===== config.mk =====
export PLATFORM = sky130hd
export DESIGN_NAME = f1_start_ctrl
export DESIGN_NICKNAME = d
export VERILOG_FILES = /design/src/rtl/f1_pkg.sv /design/src/rtl/f1_tick_gen.sv /design/src/rtl/f1_start_ctrl.sv
export SDC_FILE = /design/constraint.sdc
export NUM_CORES = 1
export LEC_CHECK = 0
export ABC_AREA = 1
export ABC_CLOCK_PERIOD_IN_PS = 2500
export CAP_MARGIN = 20
export CORE_MARGIN = 2
export CORE_UTILIZATION = 58
export CTS_BUF_LIST = sky130_fd_sc_hd__clkbuf_2 sky130_fd_sc_hd__clkbuf_4 sky130_fd_sc_hd__clkbuf_8
export DETAILED_ROUTE_END_ITERATION = 10
export GPL_ROUTABILITY_DRIVEN = 0
export PLACE_DENSITY = 0.83
export SLEW_MARGIN = 40
export SYNTH_ARGS = -nofsm -noshare
export SYNTH_HDL_FRONTEND = slang
export SYNTH_HIERARCHICAL = 1
export SYNTH_SLANG_ARGS = --single-unit

===== constraint.sdc =====
create_clock -name clk -period 2.5 [get_ports clk]
set_clock_uncertainty 0.05 [all_clocks]
set_input_delay 0.5 -clock clk [delete_from_list [all_inputs] [get_ports clk]]
set_output_delay 0.5 -clock clk [all_outputs]
set_load 0.02 [all_outputs]

===== src/rtl/f1_pkg.sv =====
// Shared types and lamp constants for the F1 start-light controller.
package f1_pkg;

    typedef enum logic [2:0] {
        IDLE   = 3'd0,
        SEQ    = 3'd1,
        DELAY  = 3'd2,
        TIMING = 3'd3,
        DONE   = 3'd4
    } f1_state_e;

    localparam logic [7:0] LIGHTS_ALL = 8'hFF;
    localparam logic [7:0] LIGHTS_OFF = 8'h00;

endpackage


===== src/rtl/f1_tick_gen.sv =====
// Free-running tick divider: pulses tick for one enabled cycle every TICK_CYCLES enabled cycles.
module f1_tick_gen #(
    parameter int TICK_CYCLES = 50
) (
    input  logic clk,
    input  logic rst,
    input  logic en,
    input  logic clear,
    output logic tick
);

    localparam int CW = (TICK_CYCLES > 2) ? $clog2(TICK_CYCLES) : 1;
    localparam logic [CW-1:0] LAST = CW'(TICK_CYCLES - 1);

    logic [CW-1:0] count;

    // clear wins over en so the count always restarts from zero on a new phase
    always_ff @(posedge clk or negedge rst) begin
        if (!rst) begin
            count <= '0;
        end else if (clear) begin
            count <= '0;
        end else if (en) begin
            count <= tick ? '0 : count + 1'b1;
        end
    end

    assign tick = en && (count == LAST);

endmodule


===== src/rtl/f1_start_ctrl.sv =====
// F1 start-light sequencer: lamp build-up, random hold, lamps-out and reaction timing.
// Optional macro F1_DELAY_MIN_EN: hold ticks become rnd + DELAY_MIN instead of rnd (0 -> 1).
module f1_start_ctrl
    import f1_pkg::*;
#(
    parameter int TICK_CYCLES = 50,
    parameter int RT_WIDTH    = 16,
    parameter int DELAY_MIN   = 4
) (
    input  logic                clk,
    input  logic                rst,
    input  logic                en,
    input  logic                trigger,
    input  logic                react,
    input  logic [6:0]          rnd,
    output logic [7:0]          data_out,
    output logic                cmd_seq,
    output logic                cmd_delay,
    output logic                busy,
    output logic [RT_WIDTH-1:0] rt,
    output logic                rt_valid,
    output logic                jump_start,
    output logic [2:0]          state_dbg
);

    if (TICK_CYCLES < 2) begin : g_bad_tick_cycles
        $error("TICK_CYCLES must be at least 2");
    end
    if (DELAY_MIN < 0 || DELAY_MIN > 128) begin : g_bad_delay_min
        $error("DELAY_MIN must fit the 8-bit hold counter");
    end

    f1_state_e           state;
    logic                trig_prev;
    logic                react_prev;
    logic [7:0]          delay_cnt;
    logic [7:0]          delay_load;
    logic [RT_WIDTH-1:0] rt_cnt;
    logic                trig_edge;
    logic                react_edge;
    logic                timed_phase;
    logic                tick;

    assign trig_edge   = trigger & ~trig_prev;
    assign react_edge  = react & ~react_prev;
    assign timed_phase = (state == SEQ) || (state == DELAY);
    assign state_dbg   = state;

`ifdef F1_DELAY_MIN_EN
    assign delay_load = {1'b0, rnd} + 8'(DELAY_MIN);
`else
    assign delay_load = (rnd == 7'd0) ? 8'd1 : {1'b0, rnd};
`endif

    f1_tick_gen #(
        .TICK_CYCLES(TICK_CYCLES)
    ) u_tick_gen (
        .clk  (clk),
        .rst  (rst),
        .en   (en && timed_phase),
        .clear(!timed_phase),
        .tick (tick)
    );

    // Everything, including the rt_valid pulse, freezes while en is low.
    always_ff @(posedge clk or negedge rst) begin
        if (!rst) begin
            state      <= IDLE;
            trig_prev  <= 1'b0;
            react_prev <= 1'b0;
            delay_cnt  <= '0;
            rt_cnt     <= '0;
            data_out   <= LIGHTS_OFF;
            cmd_seq    <= 1'b0;
            cmd_delay  <= 1'b0;
            busy       <= 1'b0;
            rt         <= '0;
            rt_valid   <= 1'b0;
            jump_start <= 1'b0;
        end else if (en) begin
            trig_prev  <= trigger;
            react_prev <= react;
            rt_valid   <= 1'b0;
            case (state)
                IDLE: begin
                    if (trig_edge) begin
                        state      <= SEQ;
                        cmd_seq    <= 1'b1;
                        busy       <= 1'b1;
                        jump_start <= 1'b0;
                        data_out   <= LIGHTS_OFF;
                    end
                end
                SEQ, DELAY: begin
                    // an early react beats a coincident tick, even the last hold tick
                    if (react_edge) begin
                        state      <= DONE;
                        jump_start <= 1'b1;
                        data_out   <= LIGHTS_OFF;
                        cmd_seq    <= 1'b0;
                        cmd_delay  <= 1'b0;
                    end else if (tick && state == SEQ) begin
                        if (data_out == LIGHTS_ALL) begin
                            state     <= DELAY;
                            cmd_seq   <= 1'b0;
                            cmd_delay <= 1'b1;
                            delay_cnt <= delay_load;
                        end else begin
                            data_out <= {data_out[6:0], 1'b1};
                        end
                    end else if (tick) begin
                        if (delay_cnt == 8'd1) begin
                            state     <= TIMING;
                            cmd_delay <= 1'b0;
                            data_out  <= LIGHTS_OFF;
                            rt_cnt    <= '0;
                        end
                        delay_cnt <= delay_cnt - 8'd1;
                    end
                end
                TIMING: begin
                    if (react_edge) begin
                        rt       <= rt_cnt;
                        rt_valid <= 1'b1;
                        state    <= DONE;
                    end else if (rt_cnt == '1) begin
                        rt       <= '1;
                        rt_valid <= 1'b1;
                        state    <= DONE;
                    end else begin
                        rt_cnt <= rt_cnt + 1'b1;
                    end
                end
                DONE: begin
                    state <= IDLE;
                    busy  <= 1'b0;
                end
                default: begin
                    state     <= IDLE;
                    busy      <= 1'b0;
                    cmd_seq   <= 1'b0;
                    cmd_delay <= 1'b0;
                    data_out  <= LIGHTS_OFF;
                end
            endcase
        end
    end

endmodule

# After elaboration in Yosys (flattened, before gate mapping)
# Index checks and enable logic that the tools add are counted.
# totals
regBits,64
latchBits,0
ramBits,0
rom_bits,0
out_inout_bits,32
word_cells,122
mem_count,0
# op_classes
addsub,3
mul,0
n_div,0
order_cmp,0
eq_ne,25
shift,0
mux,50
bitwise,8
n_reduce_logical,23
# op_table
op,n
$mux 16,8
$mux 8,9
$pmux 16 s2,1
$mux 3,8
$pmux 8 s3,1
$mux 6,3
$add 16x1->16 const B,1
$eq 16x16->1 const B,1
$ne 2x2->1 const B,8
$ne 4x4->1 const B,4
$reduce_and 5->1,3
$mux 1,14
$reduce_and 6->1,2
$ne 3x3->1 const B,3
$pmux 3 s3,1
$eq 8x1->1 const B,1
$eq 8x8->1 const B,1
$reduce_and 8->1,1
$reduce_bool 2->1,4
$sub 8x1->8 const B,1
$logic_not 7->1,1
$mux 7,1
$add 6x1->6 const B,1
$eq 3x2->1 const B,2
15 further kinds,29

# Logic depth before layout (Yosys ltp)
# logic_depth
word_depth,8
ltp_mapped,19
ltp_nobuf,19

# Cells and area by module
# The synthesis kept the hierarchy.
# modules_own_cells
module,n_inst,cells_per_inst,area_each_um2,seq_area_each_um2
f1_start_ctrl,1,458,3333.2,1451.4
f1_tick_gen,1,53,389.1,150.1

# Worst setup path after synthesis
# No wires, ideal clock.
# synth_timing
path_type,reg2reg
startpoint,"register state[0], in the netlist state_dbg[0]"
endpoint,"register state[2], in the netlist state_dbg[2]"
setup_ps,118
t_arrival_ps,2175
setup_slack_ps,157
path_stages_with_launch,20
path_buffers,0
cell_sequence,dfrtp_1 -> inv_1 -> nand2_2 -> nand3_4 -> nor2_2 -> nand2_1 -> nor2_1 -> nand2_2 -> inv_1 -> nand2_1 -> inv_1 -> nand2_2 -> nand2_1 -> nor2_1 -> nand2_1 -> nand2_1 -> nor2_2 -> nand2_2 -> nand2_1 -> nand2_1
# synth_between
elab_chain_len,8
word_cells_on_any_way,18
cone_classes,eq/ne: 8; mux: 3; reduce/logical: 7
# synth_lines
element,line_no,text
start: declaration,f1_start_ctrl.sv:33,f1_state_e state;
start signal: assignment,f1_start_ctrl.sv:68,state <= IDLE;
start signal: assignment,f1_start_ctrl.sv:87,state <= SEQ;
start signal: assignment,f1_start_ctrl.sv:97,state <= DONE;
$eq 3x1->1 or $eq 3x2->1 (tied branches),f1_start_ctrl.sv:46,assign timed_phase = (state == SEQ) || (state == DELAY);
$logic_or 1x1->1 (*),f1_start_ctrl.sv:46,
$logic_and 1x1->1 (*),f1_start_ctrl.sv:60,".en (en && timed_phase),"
$logic_and 1x1->1 (*),f1_tick_gen.sv:28,assign tick = en && (count == LAST);
named net tick,f1_start_ctrl.sv:42,logic tick;
$logic_and 1x1->1,f1_start_ctrl.sv:102,end else if (tick && state == SEQ) begin
$mux 3,f1_start_ctrl.sv:102,
$mux 3,f1_start_ctrl.sv:96,if (react_edge) begin
$pmux 3 s3,f1_start_ctrl.sv:84,case (state)
# Mark *: on every way through the listed nets, which the timed path passes. The rest lies on a longest branch.
# A chain may end at the register's enable or synchronous reset.

# Worst setup path in the final report
# layout_timing
startpoint,input en
endpoint,register delay_cnt[4]
# layout_between
elab_chain_len,5
word_cells_on_any_way,7
cone_classes,eq/ne: 1; mux: 1; reduce/logical: 5
# layout_lines
element,line_no,text
start: declaration,f1_start_ctrl.sv:12,"input logic en,"
$logic_and 1x1->1 (*),f1_start_ctrl.sv:60,
$logic_and 1x1->1 (*),f1_tick_gen.sv:28,
named net tick,f1_start_ctrl.sv:42,
$logic_and 1x1->1,f1_start_ctrl.sv:102,
$ne 2x1->1 (no source line) or $reduce_bool 2->1 (tied branches),n/a,
$reduce_and 5->1 (no source line),n/a,
end signal: assignment,f1_start_ctrl.sv:107,delay_cnt <= delay_load;
end signal: assignment,f1_start_ctrl.sv:118,delay_cnt <= delay_cnt - 8'd1;
end: declaration,f1_start_ctrl.sv:36,logic [7:0] delay_cnt;
# Marked as above.

==> flow_metrics.tcl <==
set metrics [dict create \
    outcome "complete, no violations" \
    rsz0062_at_grt "false" \
    synth_top_area_share_pct 43.0 \
    synthesis.nets 528 \
    yosysTopAreaCell "dfrtp_1" \
    cts_root_buf "clkbuf_8" \
    die_h_um 84.1 \
    cp.arrival_ns 2.51 \
    r2r-end "delay_cnt[4]" \
    area_growth_pct 21.6 \
    grt_remaining_overflow 0 \
    nNetsFinal 588 \
    post_synth_num_cell_types 37 \
    clk_latency_ns 0.35 \
    synthTopCellsByCount "nand2_1, nor2_1, dfrtp_1" \
    ctsHoldBuffers 0 \
    crit_path_end_kind "flip-flop" \
    drt-total-wl_um 8410 \
    numPlacedInstances 637 \
    fp-row-count 29 \
    reg2regPathDepth 16 \
    required_ns 2.68 \
    ys_async_sr_fraction_pct 100 \
    synthTopCellsByArea "dfrtp_1, nand2_1, nor2_1, inv_1, a21oi_1" \
    clkSlewWorstSetupHoldPaths_ns 0.07 \
    antenna_left 0 \
    peakVddDrop_v 0.000690 \
    r2r-start "state_dbg[1]" \
    start_kind "input port" \
    clkSinkCount 64 \
    ys_ff_latch 64 \
    h-tree-depth 3 \
    fp.dieW_um 84.1 \
    firstDrtPassIters 5 \
    drive_gt1_share_pct 12.8 \
    wl_per_cell_um 12.9 \
    grt_max_degree 65 \
    io_buffers 43 \
    dp_hpwl_um 5970 \
    drt_iter0_markers 256 \
    yosysMostFrequentCell "nand2_1" \
    r2r_setup_slack_ns 0.20 \
    ys_seq_area_share_pct 43.0 \
    synth-edff-count 0 \
    critPathMaxFanout 10 \
    post_synth_instance_area_um2 3720 \
    whs_ns 0.104 \
    relSlewSlack_pct 67.1 \
    synth.avg_cell_area_um2 7.28 \
    cts_tree "built" \
    ys_warn_count 6 \
    io_pins 44 \
    die_area_um2 7070 \
    vias 3407 \
    clock_path_buffers 2 \
    start_util_pct 59.3 \
    p_leak_nw 2.24 \
    synth_ff_type "dfrtp_1" \
    netlist_instances 511 \
    grt_use_total_pct 26.2 \
    placed_area_um2 4320 \
    crit_path_end "delay_cnt[4]" \
    fin_cells 653 \
    insertedDiodeCount 0 \
    cts_made_buffers 9 \
    cap_violations 0 \
    pre_cts_ws_ns -0.254 \
    vias_per_cell 5.22 \
    tightest_slew_ns 0.493 \
    fillCellCount 485 \
    fin_ws_ns 0.167 \
    hold_class "input port to async pin" \
    setup_viol 0 \
    path_class "input port to flip-flop" \
    final_hold_viol_count 0 \
    antenna_found_initial 0 \
    crit_start "en" \
    period_share_pct 93.3 \
    final_util_pct 72.1 \
    core_um2 6280 \
    grt_pass1_vias 3322 \
    slew_violations 0 \
    drc 0 \
    fmax_mhz 429 \
    grt_pass1_wl_um 15000 \
    power_density_nw_per_um2 857 \
    period_minus_slack_ns 2.33 \
    final_area_um2 4530 \
]
## cells in the final DEF (no fill, tap or decap), drive strengths merged
cell	n
buf	16
a21oi	26
and2	2
nand4	5
dfrtp	64
ha	5
nand3	31
clkbuf	14
clkinvlp	1
xnor2	3
nor3b	1
nand2	170
nand3b	2
o21bai	1
inv	62
clkinv	2
a21boi	1
nor2	89
o21ai	26
o211ai	1
nor3	3
or2	1
clkdlybuf4s50	42
xor2	8
## routing by layer
metal / global-route usage (%) / part of all wire, %
met5: 0 / 0
met4: 9.68 / 1.6
met3: 4.75 / 5.2
met2: 41.1 / 47
met1: 36.5 / 47
## per-stage QoR
stage	setup TNS [ns]	total power, mW
2_1_floorplan	0	2.34
3_3_place_gp	-1.09	2.97
3_5_place_dp	-4.51	3.02
4_1_cts	0	3.87
5_1_grt	0	4.12
6_report	0	3.88
## sequential cells by signal, summed over array words and instances (netlist names)
register	count
cmd_delay	1
delay_cnt	8
rt_cnt	16
react_prev	1
state_dbg	3
rt_valid	1
trig_prev	1
busy	1
cmd_seq	1
rt	16
jump_start	1
data_out	8
u_tick_gen/count	6
## worst max-delay path: stages
cell             delay (ns)
clkdlybuf4s50_1        0.50
inv_1                  0.08
nor2_2                 0.16
nand2_1                0.08
nor2_1                 0.11
nand2_2                0.06
inv_1                  0.11
nand2_1                0.06
inv_1                  0.07
nand2_2                0.09
inv_1                  0.14
nand2_1                0.10
nand4_2                0.17
inv_2                  0.12
nand2_1                0.08
o21ai_0                0.08
## final cells by class
class | count | area [µm²] | area share (%)
Multi-Input combinational cell | 375 | 1830 | 40.5
Sequential cell | 64 | 1600 | 35.4
Timing Repair Buffer | 58 | 563 | 12.4
Inverter | 63 | 239 | 5.28
Clock buffer | 14 | 180 | 3.98
Tap cell | 77 | 96.3 | 2.13
Clock inverter | 2 | 12.5 | 0.276
## how the worst min path moves through the flow
stage                     startpoint          end  cells after the start
after floorplan                  rst         busy                      0
after global placement      rt_valid     rt_valid                      2
after detailed placement    rt_valid     rt_valid                      2
after CTS                        rst  data_out[0]                      2
after global routing             rst  data_out[0]                      2
final                            rst  data_out[0]                      2
## cells by family after synthesis
| family | count (synthesis) | share of synthesized area [%] |
|---|---|---|
| buf+inv | 72 | 7.97 |
| fa+ha+maj | 5 | 1.68 |
| flops | 64 | 43.0 |
| compound gates | 55 | 7.70 |
| simple gates | 304 | 37.0 |
| xor+xnor | 11 | 2.59 |
## power by group
| group | total (mW) | switching, mW | leakage (nW) | internal, mW |
|---|---|---|---|---|
| combinational | 1.63 | 0.971 | 1.33 | 0.661 |
| clock | 0.859 | 0.397 | 0.0995 | 0.462 |
| sequential | 1.39 | 0.149 | 0.809 | 1.24 |
## timing repair
action / CTS / global route
setup endpoints to repair: 0 / 26
gates resized for setup: 0 / 4
buffers inserted: 0 / 0
Power figures use the tool's default switching activity.
